## config.mk

```make
export PLATFORM = sky130hd
export DESIGN_NAME = demux_stream_n
export DESIGN_NICKNAME = d
export VERILOG_FILES = /design/src/rtl/demux_stream_n.sv
export SDC_FILE = /design/constraint.sdc
export NUM_CORES = 1
export LEC_CHECK = 0
export CAP_MARGIN = 5
export CORE_MARGIN = 2
export CORE_UTILIZATION = 45
export DETAILED_ROUTE_END_ITERATION = 6
export GPL_TIMING_DRIVEN = 0
export PLACE_DENSITY = 0.78
export RECOVER_POWER = 25
export SYNTH_ARGS = -nofsm -noshare
export SYNTH_HDL_FRONTEND = slang
export SYNTH_SLANG_ARGS = --single-unit
export TNS_END_PERCENT = 5
```

## constraint.sdc

```tcl
create_clock -name clk -period 2.5 [get_ports clk]
set_input_delay 0.5 -clock clk [delete_from_list [all_inputs] [get_ports clk]]
set_output_delay 0.5 -clock clk [all_outputs]
set_load 0.005 [all_outputs]
```

## src/rtl/demux_stream_n.sv

```systemverilog
// 1-to-N packet demultiplexer: the first beat's sel picks the destination, and each output
// has its own one-entry register stage. Optional beat/drop counters: define DEMUX_BEATCNT_EN.
module demux_stream_n #(
  parameter int DATA_W = 8,
  parameter int N_OUT  = 4,
  parameter int SEL_W  = 2
) (
  input  logic                    clk,
  input  logic                    rst_n,
  input  logic [DATA_W-1:0]       in_data,
  input  logic                    in_valid,
  input  logic                    in_last,
  output logic                    in_ready,
  input  logic [SEL_W-1:0]        sel,
  output logic [N_OUT*DATA_W-1:0] y_data,
  output logic [N_OUT-1:0]        y_valid,
  output logic [N_OUT-1:0]        y_last,
  input  logic [N_OUT-1:0]        y_ready,
  output logic                    busy
`ifdef DEMUX_BEATCNT_EN
  ,
  output logic [N_OUT*16-1:0]     y_beats,
  output logic [15:0]             drop_cnt
`endif
);

  // Handshake: a beat moves on any edge where valid & ready are both high. in_ready never
  // looks at in_valid, and y_valid/y_data/y_last stay frozen until y_ready takes the beat.
  localparam int NP = 1 << SEL_W;
  localparam logic [SEL_W:0] N_OUT_L = N_OUT[SEL_W:0];
  localparam logic [1:0] IDLE = 2'd0;
  localparam logic [1:0] PKT  = 2'd1;
  localparam logic [1:0] DROP = 2'd2;

  logic [1:0]              state_q, state_d;
  logic [SEL_W-1:0]        ch_q, ch_d;
  logic [N_OUT-1:0]        y_valid_q, y_valid_d;
  logic [N_OUT-1:0]        y_last_q, y_last_d;
  logic [N_OUT*DATA_W-1:0] y_data_q, y_data_d;
  logic [SEL_W-1:0]        cur_sel;
  logic                    route_en;
  logic                    accept;
  logic [NP-1:0]           vld_pad, rdy_pad;
  logic [N_OUT-1:0]        load;

  assign cur_sel = (state_q == IDLE) ? sel : ch_q;
  assign vld_pad = NP'(y_valid_q);
  assign rdy_pad = NP'(y_ready);

  // route_en is low whenever the beat will be discarded.
  always_comb begin
    route_en = 1'b0;
    if (state_q == PKT)       route_en = 1'b1;
    else if (state_q == IDLE) route_en = ({1'b0, sel} < N_OUT_L);
  end

  assign in_ready = route_en ? (~vld_pad[cur_sel] | rdy_pad[cur_sel]) : 1'b1;
  assign accept   = in_valid & in_ready;

  always_comb begin
    load = '0;
    for (int k = 0; k < N_OUT; k++)
      load[k] = accept & route_en & (cur_sel == SEL_W'(k));
  end

  always_comb begin
    state_d   = state_q;
    ch_d      = ch_q;
    y_valid_d = y_valid_q;
    y_last_d  = y_last_q;
    y_data_d  = y_data_q;
    for (int k = 0; k < N_OUT; k++) begin
      if (load[k]) begin
        y_valid_d[k]                  = 1'b1;
        y_data_d[k*DATA_W +: DATA_W]  = in_data;
        y_last_d[k]                   = in_last;
      end else if (y_ready[k]) begin
        y_valid_d[k] = 1'b0;
      end
    end
    case (state_q)
      IDLE: if (accept) begin
        ch_d = sel;
        if (!in_last) state_d = route_en ? PKT : DROP;
      end
      PKT, DROP: if (accept && in_last) state_d = IDLE;
      default: state_d = IDLE;
    endcase
  end

  always_ff @(posedge clk) begin
    if (!rst_n) begin
      state_q   <= IDLE;
      ch_q      <= '0;
      y_valid_q <= '0;
      y_last_q  <= '0;
      y_data_q  <= '0;
    end else begin
      state_q   <= state_d;
      ch_q      <= ch_d;
      y_valid_q <= y_valid_d;
      y_last_q  <= y_last_d;
      y_data_q  <= y_data_d;
    end
  end

  assign y_valid = y_valid_q;
  assign y_last  = y_last_q;
  assign y_data  = y_data_q;
  assign busy    = (state_q != IDLE);

`ifdef DEMUX_BEATCNT_EN
  logic [N_OUT*16-1:0] beats_q;
  logic [15:0]         drop_q;

  // Counters wrap naturally at 16 bits.
  always_ff @(posedge clk) begin
    if (!rst_n) begin
      beats_q <= '0;
      drop_q  <= '0;
    end else begin
      for (int k = 0; k < N_OUT; k++)
        if (y_valid_q[k] && y_ready[k]) beats_q[k*16 +: 16] <= beats_q[k*16 +: 16] + 16'd1;
      if (accept && !route_en) drop_q <= drop_q + 16'd1;
    end
  end

  assign y_beats  = beats_q;
  assign drop_cnt = drop_q;
`else
  // Default build: no counter logic.
`endif

endmodule

```

Yosys cells after proc, flatten, opt, wreduce, memory -nomap -nowiden
Index checks and enable logic that the tools add are counted.
{"block": "totals", "input_bits": 18, "ramBits": 0, "mem_bits_ro": 0, "latch_bits": 0, "memories": 0, "register_bits": 44}
{"block": "classes", "mux": 21, "n_lt_le_gt_ge": 1, "n_bitwise": 8, "n_eq_ne": 8, "add_sub_neg": 0, "div_mod_pow": 0, "n_mul": 0, "shifts": 0, "n_reduce_logical": 11}
{"operator": "1-bit two-way mux", "n": 13}
{"operator": "2-bit two-way mux", "n": 5}
{"operator": "2-bit nonzero test", "n": 5}
{"operator": "1-bit AND", "n": 6}
{"operator": "2-bit equality test, second input constant", "n": 3}
{"operator": "2-bit inequality test, second input constant", "n": 3}
{"operator": "1-bit binary-select mux with 2-bit select", "n": 2}
{"operator": "2-bit by 1-bit equality test with 1-bit output, second input constant", "n": 2}
{"operator": "2-bit zero test", "n": 2}
{"operator": "2-bit one-hot mux with 2 select lines", "n": 1}
{"operator": "2-bit by 3-bit < comparator with 1-bit output, second input constant", "n": 1}
{"operator": "3-bit AND reduction", "n": 1}
{"operator": "2-bit AND reduction", "n": 1}
{"operator": "2-bit OR reduction", "n": 1}
{"operator": "1-bit logical AND", "n": 1}
{"operator": "1-bit NOT", "n": 1}
{"operator": "1-bit OR", "n": 1}

Longest topological paths before layout
Gate-level depths: netlist (run 1).
{"block": "logic_depth", "depth_word": 11, "depth_mapped": 10}

Worst setup path before layout (run 1)
No wires, ideal clock.
{"block": "synth_timing", "path_kind": "register to register", "start": "register state_q[0]", "end": "register y_data_q[18] (netlist: y_data[18])", "t_arrival_ns": 2.079, "n_path_buf": 1, "synth_period_minus_slack_ns": 2.150, "path_slack_ns": 0.350, "path_stages_with_launch": 9, "required_time_ns": 2.428, "path_cell_list": "dfxtp_1 inv_1 ha_1 mux2i_1 mux4_2 nand2_2 and3_1 buf_4 mux2i_1"}
{"block": "synth_between", "elab_chain_len": 10}
{"item": "from (decl)", "line": "35", "text": "logic [1:0] state_q, state_d;"}
{"item": "from (signal assigned)", "line": "99", "text": "state_q <= state_d;"}
{"item": "2-bit zero test", "line": "46, 54"}
{"item": "2-bit two-way mux", "line": "46", "text": "assign cur_sel = (state_q == IDLE) ? sel : ch_q;"}
{"item": "1-bit binary-select mux with 2-bit select", "line": "57", "text": "assign in_ready = route_en ? (~vld_pad[cur_sel] | rdy_pad[cur_sel]) : 1'b1;"}
{"item": "1-bit two-way mux (implied by the code)", "line": "57"}
{"item": "1-bit NOT", "line": "57"}
{"item": "1-bit OR", "line": "57"}
{"item": "1-bit two-way mux *", "line": "57"}
{"item": "net in_ready", "line": "13", "text": "output logic in_ready,"}
{"item": "1-bit AND *", "line": "58", "text": "assign accept = in_valid & in_ready;"}
{"item": "1-bit AND * (2 in series)", "line": "63", "text": "load[k] = accept & route_en & (cur_sel == SEL_W'(k));"}
{"item": "to (signal assigned)", "line": "103", "text": "y_data_q <= y_data_d;"}
{"item": "to (decl)", "line": "39", "text": "logic [N_OUT*DATA_W-1:0] y_data_q, y_data_d;"}
The timed path passes the listed nets; every way through them passes the cells marked *. The select of a mux whose other input is x is not followed.
A chain may end at the register's enable or synchronous reset.

Final worst setup path (run 1)
{"block": "layout_timing", "start": "register state_q[0]", "end": "output port in_ready"}
{"block": "layout_between", "elab_chain_len": 7}
{"item": "2-bit zero test", "line": "46, 54"}
{"item": "2-bit two-way mux", "line": "46"}
{"item": "1-bit binary-select mux with 2-bit select", "line": "57"}
{"item": "1-bit two-way mux (implied by the code)", "line": "57"}
{"item": "1-bit NOT", "line": "57"}
{"item": "1-bit OR", "line": "57"}
{"item": "1-bit two-way mux *", "line": "57"}
{"item": "to (decl)", "line": "13"}
Every way passes the cells marked *; elsewhere a longest branch is shown, timed or not. The select of a mux whose other input is x is not followed.

==> results.yml, run 1 <==
status:
  status: "completed"
route:
  route.detailed.drc: 0
  drtAntennaViolNets: 0
  vias: 1573
  dr_wl_met3_um: 356
  viasPerCell: 5.14
  post_drt_wl_per_cell_um: 14.9
  drtPass1Iterations: 6
  maxUsedRoutingLayer: "met4"
  drt_wl_total_um: 4550
  drt-met1-wl_um: 2020
  wl_met2_um: 2150
  drt_iter0_markers: 55
global_route:
  grt_use_total: 0.207
  antenna_found_initial: 0
  grt_max_degree: 13
  grt_pass1_wl_um: 7030
  grt-ovfl-total: 0
  grt_pass1_vias: 1488
power_and_ir_drop:
  power_mw: 1.49
  peakVddDrop_v: 0.000472
  power_density_nw_per_um2: 563
  p_leak_nw: 1.15
critical_path:
  required_ns: 2.00
  cp-start-kind: "register"
  endpoint_kind: "output port"
  path_max_fanout: 3
  cp_slowest_stage_delay_ns: 0.56
  path_cells: "inv_2, ha_4, mux2i_4, mux4_2, nand2_4, clkbuf_2"
  cp_slowest_cell: "mux4_2"
  arrival_ns: 1.87
  crit_type: "register to output port"
  reg2reg_slack_ns: 0.21
synth:
  synth_area_um2: 1840
  synth_ff_type: "dfxtp_1"
  synth-seq-area-share: 0.479
  syn_avg_cell_area_um2: 9.79
  synth_cells: 188
  synthDistinctLibCells: 29
  yosys_warnings: 0
  synthArstFlopShare: 0
  synth_nets: 208
  ys_ff_latch: 44
  synth_edf_count: 0
timing:
  final.period_utilization: 0.949
  worstMarginPinSlew_ns: 0.498
  rsz0062_at_grt: "false"
  fin_skew_ns: 0.0101
  final_max_slew_viol_count: 0
  relSlewSlack: 0.668
  min_period_ns: 2.37
  final-hold-violation-count: 0
  max_freq_ghz: 0.421
  tns_ns: 0
  setup_violations: 0
finish:
  nFillCells: 337
  area_growth_pct: 44.1
  drive_gt1_frac: 0.102
  seqCellArea_um2: 883
  final_net_count: 275
  antenna_cells: 0
  multi_input_area_um2: 947
  postLayoutCellArea_um2: 2650
  fin_cells: 306
worst_hold_path:
  hold_path_class: "register to register"
clock_tree:
  path_clk_slew_ns: 0.07
  cts-hold-fix-buffers: 0
  clkLatencyLatePin_ns: 0.30
  cts_root_buf: "clkbuf_8"
  cts.path.max_buffers: 2
  tritoncts: "done"
  cts_made_buffers: 5
  htree_levels: 2
  cts_sinks: 44
placement:
  dp.cells: 296
  gp_congestion: 0.835
  placed_cell_area_um2: 2480
  hpwl_um: 3080
  port_buffers: 58
floorplanning:
  dieArea_um2: 4620
  dieHeight_um: 68.0
  start_util: 0.463
  die_x_um: 68.0
  fp.coreArea_um2: 3970
  fp-row-count: 23
  ios: 60
job:
  cap_viol_max_count: 0
[Yosys cell counts (all sizes together), types with 2 or more instances]
cell,count,share of area
inv,3,0.0061
o211ai,3,0.012
buf,5,0.021
o21ai,3,0.0082
nand2b,3,0.010
a21boi,2,0.0082
nor2b,2,0.0068
ha,2,0.014
and3,3,0.010
clkbuf,6,0.012
nor2,2,0.0041
nor3,2,0.0054
nand3,3,0.0082
nand2,52,0.11
mux2i,41,0.22
dfxtp,44,0.48
o21a,3,0.012
[sequential cells by signal, summed over array words and instances, names as in the netlist]
signal,flops
y_last,4
y_valid,4
y_data,32
state_q,2
ch_q,2
[critical path: cells and delay by family (launching register included)]
kind | cells | cell delay, ns
muxes | 2 | 0.81
DFF | 1 | 0.34
and+or+nand+nor | 1 | 0.09
adders and majority gates | 1 | 0.17
buffers and inverters | 2 | 0.18
[final cells by class]
| cell class | instances | area share |
|---|---|---|
| Tap cell | 50 | 0.0236 |
| Inverter | 3 | 0.00425 |
| Sequential cell | 44 | 0.333 |
| Timing Repair Buffer | 60 | 0.222 |
| Buffer | 11 | 0.0255 |
| Clock buffer | 8 | 0.0340 |
| Multi-Input combinational cell | 130 | 0.357 |
[through the flow]
| step | hold slack (ns) | setup slack, ns | utilization |
|---|---|---|---|
| 2_1_floorplan | 0.448 | 0.350 | - |
| 3_3_place_gp | 0.444 | -0.623 | 0.625 |
| 4_1_cts | 0.462 | 0.00784 | 0.660 |
| 6_report | 0.458 | 0.127 | 0.668 |
| 3_5_place_dp | 0.449 | -0.645 | 0.625 |
| 5_1_grt | 0.476 | 0.0705 | 0.668 |
[cells in the final DEF (no fill, tap or decap), types with 5 or more instances in the layout]
master,netlist,routed
mux2i_1,41,40
buf_4,3,5
nand2_1,51,51
clkbuf_8,0,6
clkbuf_1,6,8
dfxtp_1,44,42
clkdlybuf4s50_1,0,35
dlygate4sd3_1,0,21
[worst paths after layout]
kind,to,from,cells after the start
worst max register to register,y_data[31]$_SDFFE_PN0P_,state_q[0]$_SDFFE_PN0P_,9
worst max-delay path,in_ready,state_q[0]$_SDFFE_PN0P_,6
worst min register to register,y_data[11]$_SDFFE_PN0P_,y_data[11]$_SDFFE_PN0P_,2
worst min-delay path,y_data[11]$_SDFFE_PN0P_,y_data[11]$_SDFFE_PN0P_,2
[layer usage]
layer / up-vias / track usage
li1: 776 / -
met1: 742 / 0.258
met2: 51 / 0.328
met3: 4 / 0.0740
met4: 0 / 0.0750
met5: - / 0
[repair_timing]
action	CTS	global route
pin swaps	3	2
gates resized for setup	12	6
setup buffers	2	0
endpoints found under the setup margin	5	1
[kinds of logic after synthesis]
kind of cell               share of synthesized area
and+or+nand+nor                                0.174
buffers and inverters                         0.0394
AOI/OAI and AO/OA                             0.0530
adders and majority gates                     0.0136
muxes                                          0.241
DFF                                            0.479
[where the power goes]
part           switching (mW)  internal, mW
registers              0.0250         0.738
logic                   0.124         0.154
clock network           0.226         0.225
No activity file was read; power rests on OpenSTA's default activity.
==> inputs of run 2 (changes only) <==
--- a/config.mk
+++ b/config.mk
@@ -6,10 +6,8 @@
 export NUM_CORES = 1
 export LEC_CHECK = 0
 export CAP_MARGIN = 5
-export CORE_MARGIN = 2
 export CORE_UTILIZATION = 45
 export DETAILED_ROUTE_END_ITERATION = 6
-export GPL_TIMING_DRIVEN = 0
 export PLACE_DENSITY = 0.78
 export RECOVER_POWER = 25
 export SYNTH_ARGS = -nofsm -noshare
==> run 2 against run 1 <==
Net effect: via count grew 0.25%; worst hold slack hardly changed; wire length decreased by 9.7%; cell count is 1.3% higher; utilization is 4.8 points higher; first-iteration DRC count up 31%; cell area up 2.6%; register-to-register slack gained 0.06 ns; die area fell by 5.8%; flip-flop and latch count unchanged.
==> results.yml, run 2 (synthesis results as in run 1) <==
clock_tree:
  clkLatencyLatePin_ns: 0.30
  path_clk_slew_ns: 0.08
  cts.path.max_buffers: 2
  cts_root_buf: "clkbuf_8"
  cts_made_buffers: 5
  tritoncts: "done"
  cts_sinks: 44
  htree_levels: 2
  cts-hold-fix-buffers: 0
global_route:
  grt_pass1_vias: 1572
  grt_max_degree: 39
  grt_pass1_wl_um: 7000
  grt_use_total: 0.212
  grt-ovfl-total: 0
  antenna_found_initial: 0
finish:
  mostFrequentLayoutCells: "nand2_1, dfxtp_1, mux2i_1"
  antenna_cells: 0
  final_common_cell: "nand2_1"
  seqCellArea_um2: 882
  final_net_count: 281
  nFillCells: 311
  area_growth_pct: 47.8
  drive_gt1_frac: 0.141
  multi_input_area_um2: 912
  fin_cells: 310
  postLayoutCellArea_um2: 2720
  final_util: 0.716
  largest_reg_flops: 32
placement:
  dp_slack_ns: -0.324
  port_buffers: 59
  gp_congestion: 0.772
  hpwl_um: 3020
  placed_cell_area_um2: 2580
  dp.cells: 301
job:
  cap_viol_max_count: 0
critical_path:
  cp-startpoint: "state_q[1]$_SDFFE_PN0P_"
  required_ns: 2.00
  reg2reg_slack_ns: 0.27
  rr_startpoint: "state_q[1]$_SDFFE_PN0P_"
  arrival_ns: 1.83
  r2r_cells: 9
  path_max_fanout: 3
  cp-start-kind: "register"
  crit_end: "in_ready"
  crit_type: "register to output port"
  endpoint_kind: "output port"
  rr_endpoint: "y_data[19]$_SDFFE_PN0P_"
status:
  status: "completed"
power_and_ir_drop:
  peakVddDrop_v: 0.000576
  power_density_nw_per_um2: 582
  p_leak_nw: 1.19
route:
  drtAntennaViolNets: 0
  drt_iter0_markers: 72
  viasPerCell: 5.09
  route.detailed.drc: 0
  vias: 1577
  post_drt_wl_per_cell_um: 13.3
  drt_wl_total_um: 4110
  drtPass1Iterations: 4
timing:
  final.period_utilization: 0.933
  hold_slack_ns: 0.458
  final_max_slew_viol_count: 0
  setup_violations: 0
  setup_ws_ns: 0.168
  fin_skew_ns: 0.00840
  final-hold-violation-count: 0
  min_period_ns: 2.33
  max_freq_ghz: 0.429
  relSlewSlack: 0.767
  rsz0062_at_grt: "false"
  worstMarginPinSlew_ns: 0.349
floorplanning:
  dieHeight_um: 66.0
  ios: 60
  fp-row-count: 22
  start_util: 0.485
  die_x_um: 66.0
  dieArea_um2: 4350
  fp.coreArea_um2: 3800
worst_hold_path:
  hold_path_class: "register to register"
run 2: worst min-delay path by stage:
stage,start,endpoint,slack [ns],depth (start not counted)
after floorplan,state_q[1]$_SDFFE_PN0P_,state_q[1]$_SDFFE_PN0P_,0.45,2
after global placement,y_data[16]$_SDFFE_PN0P_,y_data[16]$_SDFFE_PN0P_,0.44,2
after detailed placement,y_data[27]$_SDFFE_PN0P_,y_data[27]$_SDFFE_PN0P_,0.45,2
after CTS,y_data[13]$_SDFFE_PN0P_,y_data[13]$_SDFFE_PN0P_,0.46,2
after global routing,y_data[31]$_SDFFE_PN0P_,y_data[31]$_SDFFE_PN0P_,0.48,2
final,y_data[31]$_SDFFE_PN0P_,y_data[31]$_SDFFE_PN0P_,0.46,2
run 2: repair_timing:
item	CTS	global route
buffers inserted	1	0
pin swaps	1	1
endpoints found under the setup margin	1	1
gates resized for setup	9	3
run 2: worst max-delay path: stages (launching register included):
cell and delay (ns):
dfxtp_2 0.33, inv_2 0.07, ha_4 0.16, mux2i_4 0.25
mux4_2 0.54, nand2_2 0.09, clkbuf_2 0.11
run 2: routing by layer:
| layer | up-vias | share of wire | wire [um] | GRT usage |
|---|---|---|---|---|
| li1 | 787 | - | - | - |
| met1 | 742 | 0.45 | 1850 | 0.259 |
| met2 | 43 | 0.46 | 1910 | 0.342 |
| met3 | 5 | 0.078 | 321 | 0.0845 |
| met4 | 0 | 0.0071 | 29 | 0.0585 |
| met5 | - | 0 | 0 | 0 |
run 2: where the power goes:
group / total [mW] / switching, mW / internal, mW
combinational: 0.286 / 0.120 / 0.166
sequential: 0.759 / 0.0216 / 0.737
clock: 0.539 / 0.243 / 0.296
total: 1.58 / 0.384 / 1.20
run 2: layout make-up:
type / count / share of cell area
inverters: 3 / 0.00414
clock inverters: 3 / 0.0156
well taps: 48 / 0.0221
repair buffers: 77 / 0.273
multi-input cells: 130 / 0.335
clock buffers: 5 / 0.0253
flip-flops and latches: 44 / 0.324
run 2: through the flow:
step	TNS, ns	total power [mW]
detailed placement	-2.65	1.06
global route	0	1.65
CTS	0	1.60
global placement	-0.910	1.05
floorplan	0	0.906
finish	0	1.58
==> RTL edit 1: new RTL, flow settings as in run 1 <==
Build with the macro `DEMUX_BEATCNT_EN` defined.
--- a/src/rtl/demux_stream_n.sv
+++ b/src/rtl/demux_stream_n.sv
@@ -1,5 +1,7 @@
 // 1-to-N packet demultiplexer: the first beat's sel picks the destination, and each output
 // has its own one-entry register stage. Optional beat/drop counters: define DEMUX_BEATCNT_EN.
+`define DEMUX_BEATCNT_EN
+
 module demux_stream_n #(
   parameter int DATA_W = 8,
   parameter int N_OUT  = 4,
Check against the original RTL (old outputs only; new: drop_cnt and y_beats): equivalent (Yosys induction, for registers that start in step).
==> RTL edit 1 against run 1 <==
  * The flow now finishes with violations (setup timing)
  * Wire length grew to 3.0 times the old value
  * Design area grew to 2.9 times the old value
  * Worst setup slack worse by 130 ps
  * Sequential power grew to 2.7 times the old value
  * Hold slack worse by 8.7 ps
  * Total power grew to 3.2 times the old value
  * Utilization is 1.9 points lower
  * Area after synthesis grew to 3.0 times the old value
  * Via count grew to 3.0 times the old value
  * Sequential cell count is 80 higher
  * Highest routed layer unchanged
==> RTL edit 1: results (changes against run 1) <==
.. list-table::
   :header-rows: 1

   * - Metric
     - Value
   * - Run status
     - finished with violations
   * - Failing checks
     - setup timing
   * - Setup TNS
     - -2.41 ps (-2.41 ps)
   * - Most common library cells after synthesis
     - 124 x sky130_fd_sc_hd__dfxtp_1, 87 x sky130_fd_sc_hd__nand2_1, 61 x sky130_fd_sc_hd__and2_1, 46 x sky130_fd_sc_hd__xnor2_1, 42 x sky130_fd_sc_hd__mux2i_1
   * - Min-Delay Startpoint
     - y_data[31]
   * - R2R Setup Slk
     - 140 ps (-70 ps)
   * - Worst setup skew after layout
     - 12.9 ps (+2.86 ps)
   * - Setup WS post-layout
     - -2.41 ps (-129 ps)
   * - Vias in the first global route
     - 4533 (+200%)
   * - Total track usage
     - 0.214 (+0.00681)
   * - Initial DRC Count
     - 259 (+370%)
   * - Sequential fraction of the synthesis area
     - 0.457 (-0.0219)
   * - Static Leakage
     - 3.02 nW (+160%)
   * - Layout cells sized above 1
     - 0.0828 (-0.0188)
   * - Final RePlAce weighted congestion
     - 0.832 (-0.32%)
   * - Clock tree root driver cell
     - sky130_fd_sc_hd__clkbuf_16
   * - Wirelength, routed
     - 13.8 mm (+200%)
   * - Count of unique library cells instantiated by Yosys
     - 39 (+34%)
   * - Signal arrival time at the worst endpoint
     - 2000 ps (+130 ps)
   * - Number of CTS-inserted buffers
     - 17 (+12)
   * - 1st-pass router iterations
     - 4 (-2)
   * - Top post-synthesis cells by area
     - sky130_fd_sc_hd__dfxtp_1 46%, sky130_fd_sc_hd__mux2i_1 7.7%, sky130_fd_sc_hd__xnor2_1 7.4%
   * - End point of the most critical hold path
     - y_data[31]
   * - Wirelength per Cell
     - 15.1 um (+1.8%)
   * - Worst-path fanout max
     - 5 (+2)
   * - Antenna violations before repair
     - 1 (+1)
   * - Final-stage net count
     - 773 (+180%)
   * - Global-route wire length before repair
     - 22.0 mm (+210%)
   * - Slew margin rel.
     - 0.614 (-0.0534)
   * - Final setup violation count
     - 1 (+1)
   * - Post-placement cell area
     - 0.00700 mm2 (+180%)
   * - Startpoint of the lowest-slack register-to-register path
     - state_q[1]
   * - HPWL after detailed placement
     - 9.75 mm (+220%)
   * - Maximum number of pins on one net before global-route repair
     - 17 (+4)
RTL edit 1: changes by cell type in the layout (fill, tap and decap cells not counted), moves of 36 or more:
cell	change
sky130_fd_sc_hd__dfxtp_1	+80
sky130_fd_sc_hd__clkdlybuf4s50_1	+69
sky130_fd_sc_hd__and2_1	+47
sky130_fd_sc_hd__xnor2_1	+46
sky130_fd_sc_hd__nand2_1	+36
RTL edit 1: logic make-up after synthesis:
| kind of cell | after synthesis | synth area share |
|---|---|---|
| mux | 44 | 0.0840 |
| flops | 124 | 0.457 |
| simple gates | 255 | 0.253 |
| xor+xnor | 58 | 0.0935 |
| compound gates | 56 | 0.0677 |
| buf+inv | 33 | 0.0285 |
| fa+ha+maj | 7 | 0.0161 |
RTL edit 1: layout make-up:
cell class / instances / area (um2) / share of cell area
Antenna cell: 1 / 2.50 / 0.000324
Buffer: 22 / 106 / 0.0138
Clock buffer: 20 / 437 / 0.0565
Clock inverter: 12 / 145 / 0.0188
Inverter: 10 / 37.5 / 0.00486
Multi-Input combinational cell: 420 / 2830 / 0.366
Sequential cell: 124 / 2480 / 0.322
Tap cell: 147 / 184 / 0.0238
Timing Repair Buffer: 153 / 1500 / 0.194
RTL edit 1: worst max-delay path by stage:
| stage | slack [ps] | from | to |
|---|---|---|---|
| final | -2 | state_q[1] | in_ready |
| after global routing | -80 | state_q[1] | in_ready |
| after CTS | -50 | state_q[1] | in_ready |
| after detailed placement | -520 | sel[0] | in_ready |
| after global placement | -460 | sel[0] | in_ready |
| after floorplan | 350 | state_q[0] | y_data[29] |
RTL edit 1: per-stage QoR:
step                 util  setup WS [ps]
floorplan               -            350
global placement    0.588           -459
detailed placement  0.588           -515
CTS                 0.644          -53.0
global route        0.648          -75.0
finish              0.648          -2.41
RTL edit 1: repair_timing:
item                       in CTS  in global routing
setup endpoints to repair       1                  9
setup buffers                   8                  7
resized for setup              13                  4
pin swaps                       1                  4
RTL edit 1: worst max-delay path, cell delays in order, from the launching register on:
cell,delay (ps)
sky130_fd_sc_hd__dfxtp_2,320
sky130_fd_sc_hd__inv_2,70
sky130_fd_sc_hd__ha_4,170
sky130_fd_sc_hd__mux2i_4,260
sky130_fd_sc_hd__mux4_2,560
sky130_fd_sc_hd__nand3_4,100
sky130_fd_sc_hd__buf_6,100
RTL edit 1: routing by layer:
metal | track usage | wire (um)
met1 | 0.252 | 5870
met2 | 0.355 | 6750
met3 | 0.0765 | 932
met4 | 0.0846 | 214
met5 | 0 | 0
RTL edit 1: power by group:
| group | internal, mW | switching, mW | total (mW) |
|---|---|---|---|
| Clock | 1.56 | 0.880 | 2.44 |
| Combinational | 0.183 | 0.172 | 0.355 |
| Sequential | 2.02 | 0.0302 | 2.05 |
| Total | 3.76 | 1.08 | 4.84 |
==> RTL edit 2: new RTL, config.mk and constraints of run 1 <==
Without the edit above. `y_data_q` no longer has a reset.
--- a/src/rtl/demux_stream_n.sv
+++ b/src/rtl/demux_stream_n.sv
@@ -94,14 +94,16 @@
       ch_q      <= '0;
       y_valid_q <= '0;
       y_last_q  <= '0;
-      y_data_q  <= '0;
     end else begin
       state_q   <= state_d;
       ch_q      <= ch_d;
       y_valid_q <= y_valid_d;
       y_last_q  <= y_last_d;
-      y_data_q  <= y_data_d;
     end
+  end
+
+  always_ff @(posedge clk) begin
+    y_data_q <= y_data_d;
   end
 
   assign y_valid = y_valid_q;
Check against the original RTL: not equivalent (a bounded check fails within 4 cycles, from zero or initial values and one cycle with rst_n low).
==> RTL edit 2 against run 1 <==
  * Design area down 5.2%
  * Sequential cell count is the same
  * Largest cell class is now sequential cells
  * Worst setup slack worse by 18 ps
  * Wire length fell by 26%
  * Total power rose by 9.7%
  * Area after synthesis down 8.1%
  * Synthesized cell count down 41%
==> RTL edit 2: results (changes against run 1) <==
.. list-table::
   :header-rows: 1

   * - Metric
     - Value
   * - Run status
     - completed
   * - Transition time at the pin with the least slew margin
     - 435 ps (-63.9 ps)
   * - R2R Setup Slk
     - 140 ps (-70 ps)
   * - Signal arrival time at the worst endpoint
     - 1890 ps (+20 ps)
   * - Number of cells in the design after placement
     - 217 (-27%)
   * - Final RePlAce weighted congestion
     - 0.739 (-11%)
   * - 1st-pass router iterations
     - 4 (-2)
   * - R2R depth
     - 10 (+1)
   * - Number of flops mapped to enable cells by yosys
     - 32 (+32)
   * - Sequential fraction of the synthesis area
     - 0.710 (+0.231)
   * - Worst slack, placed
     - -531 ps (+113 ps)
   * - Most common library cells after synthesis
     - 32 x sky130_fd_sc_hd__edfxtp_1, 12 x sky130_fd_sc_hd__dfxtp_1, 12 x sky130_fd_sc_hd__nand2_1, 9 x sky130_fd_sc_hd__mux2i_1, 6 x sky130_fd_sc_hd__inv_1
   * - Fill cell instance count of the final layout
     - 270 (-20%)
   * - Kind of cell adding the most delay to the critical path
     - simple AND/OR/NAND/NOR gates
   * - Worst-path fanout max
     - 10 (+7)
   * - Wirelength, routed
     - 3.37 mm (-26%)
   * - Startpoint of the worst setup timing path
     - state_q[1]
   * - Post-placement cell area
     - 0.00233 mm2 (-6.1%)
   * - HPWL after detailed placement
     - 2.44 mm (-21%)
   * - Startpoint of the lowest-slack register-to-register path
     - state_q[1]
   * - Setup WS post-layout
     - 109 ps (-17.6 ps)
   * - Total track usage
     - 0.172 (-0.0344)
   * - Count of unique library cells instantiated by Yosys
     - 31 (+6.9%)
   * - Maximum number of pins on one net before global-route repair
     - 16 (+3)
   * - Number of nets in the synthesized netlist
     - 131 (-37%)
   * - Wirelength per Cell
     - 14.7 um (-1.1%)
   * - Max IR drop VDD
     - 289 uV (-39%)
   * - Slowest cell on the critical path
     - sky130_fd_sc_hd__or3_1
   * - Static Leakage
     - 0.900 nW (-22%)
RTL edit 2: changes by cell type in the layout (fill, tap and decap cells not counted), moves of 6 or more:
cell	before	now
sky130_fd_sc_hd__clkdlybuf4s50_1	35	47
sky130_fd_sc_hd__edfxtp_1	0	32
sky130_fd_sc_hd__nand2_1	51	12
sky130_fd_sc_hd__dlygate4sd3_1	21	8
sky130_fd_sc_hd__clkbuf_1	8	2
sky130_fd_sc_hd__mux2i_1	40	9
sky130_fd_sc_hd__dfxtp_1	42	11
RTL edit 2: cell type report:
type,instances,area (um2),share of cell area
flip-flops and latches,44,1200,0.478
repair buffers,62,607,0.241
multi-input cells,58,479,0.191
clock buffers,5,68.8,0.0274
well taps,48,60.1,0.0239
clock inverters,3,46.3,0.0184
inverters,6,31.3,0.0124
plain buffers,3,18.8,0.00747
RTL edit 2: power by group:
| part | total, mW | switching, mW | internal [mW] |
|---|---|---|---|
| Sequential | 0.846 | 0.0184 | 0.828 |
| Clock | 0.535 | 0.234 | 0.301 |
| Combinational | 0.255 | 0.116 | 0.139 |
RTL edit 2: cells by family (layout without fill, tap and decap cells):
kind of cell	Yosys count	in the layout	synth area share
DFF	44	44	0.710
and+or+nand+nor	31	31	0.101
AOI/OAI and AO/OA	13	13	0.0710
muxes	12	12	0.0784
buffers and inverters	9	79	0.0244
adders and majority gates	2	2	0.0148
RTL edit 2: per-stage QoR:
stage,util,TNS (ps)
6_report,0.692,0
5_1_grt,0.692,-3.50
4_1_cts,0.683,0
3_5_place_dp,0.642,-11380
3_3_place_gp,0.642,-10200
2_1_floorplan,-,0
RTL edit 2: worst min path at each step:
stage          slack (ps)         end  startpoint  cells after the start
2_1_floorplan         450  state_q[1]  state_q[1]                      2
3_3_place_gp          450   y_last[0]   y_last[0]                      2
3_5_place_dp          460   y_last[3]   y_last[3]                      2
4_1_cts               480   y_last[3]   y_last[3]                      2
5_1_grt               500   y_last[3]   y_last[3]                      2
6_report              480   y_last[3]   y_last[3]                      2
RTL edit 2: layer usage:
metal,part of all wire,vias to the layer above,global-route usage
met4,0.015,0,0.0833
met1,0.41,532,0.204
met2,0.51,49,0.286
met5,0,-,0
met3,0.067,6,0.0531
li1,-,555,-
RTL edit 2: tightest hold or removal path, stage by stage (launching register included):
cell                      delay, ps
sky130_fd_sc_hd__dfxtp_1        320
sky130_fd_sc_hd__nand2_1         50
sky130_fd_sc_hd__mux2i_1         60
RTL edit 2: what timing repair did:
item | CTS | global route
setup endpoints to repair | 25 | 25
buffers inserted | 2 | 2
hold buffers | 0 | 0
pin swaps | 2 | 2
gates resized for setup | 10 | 7
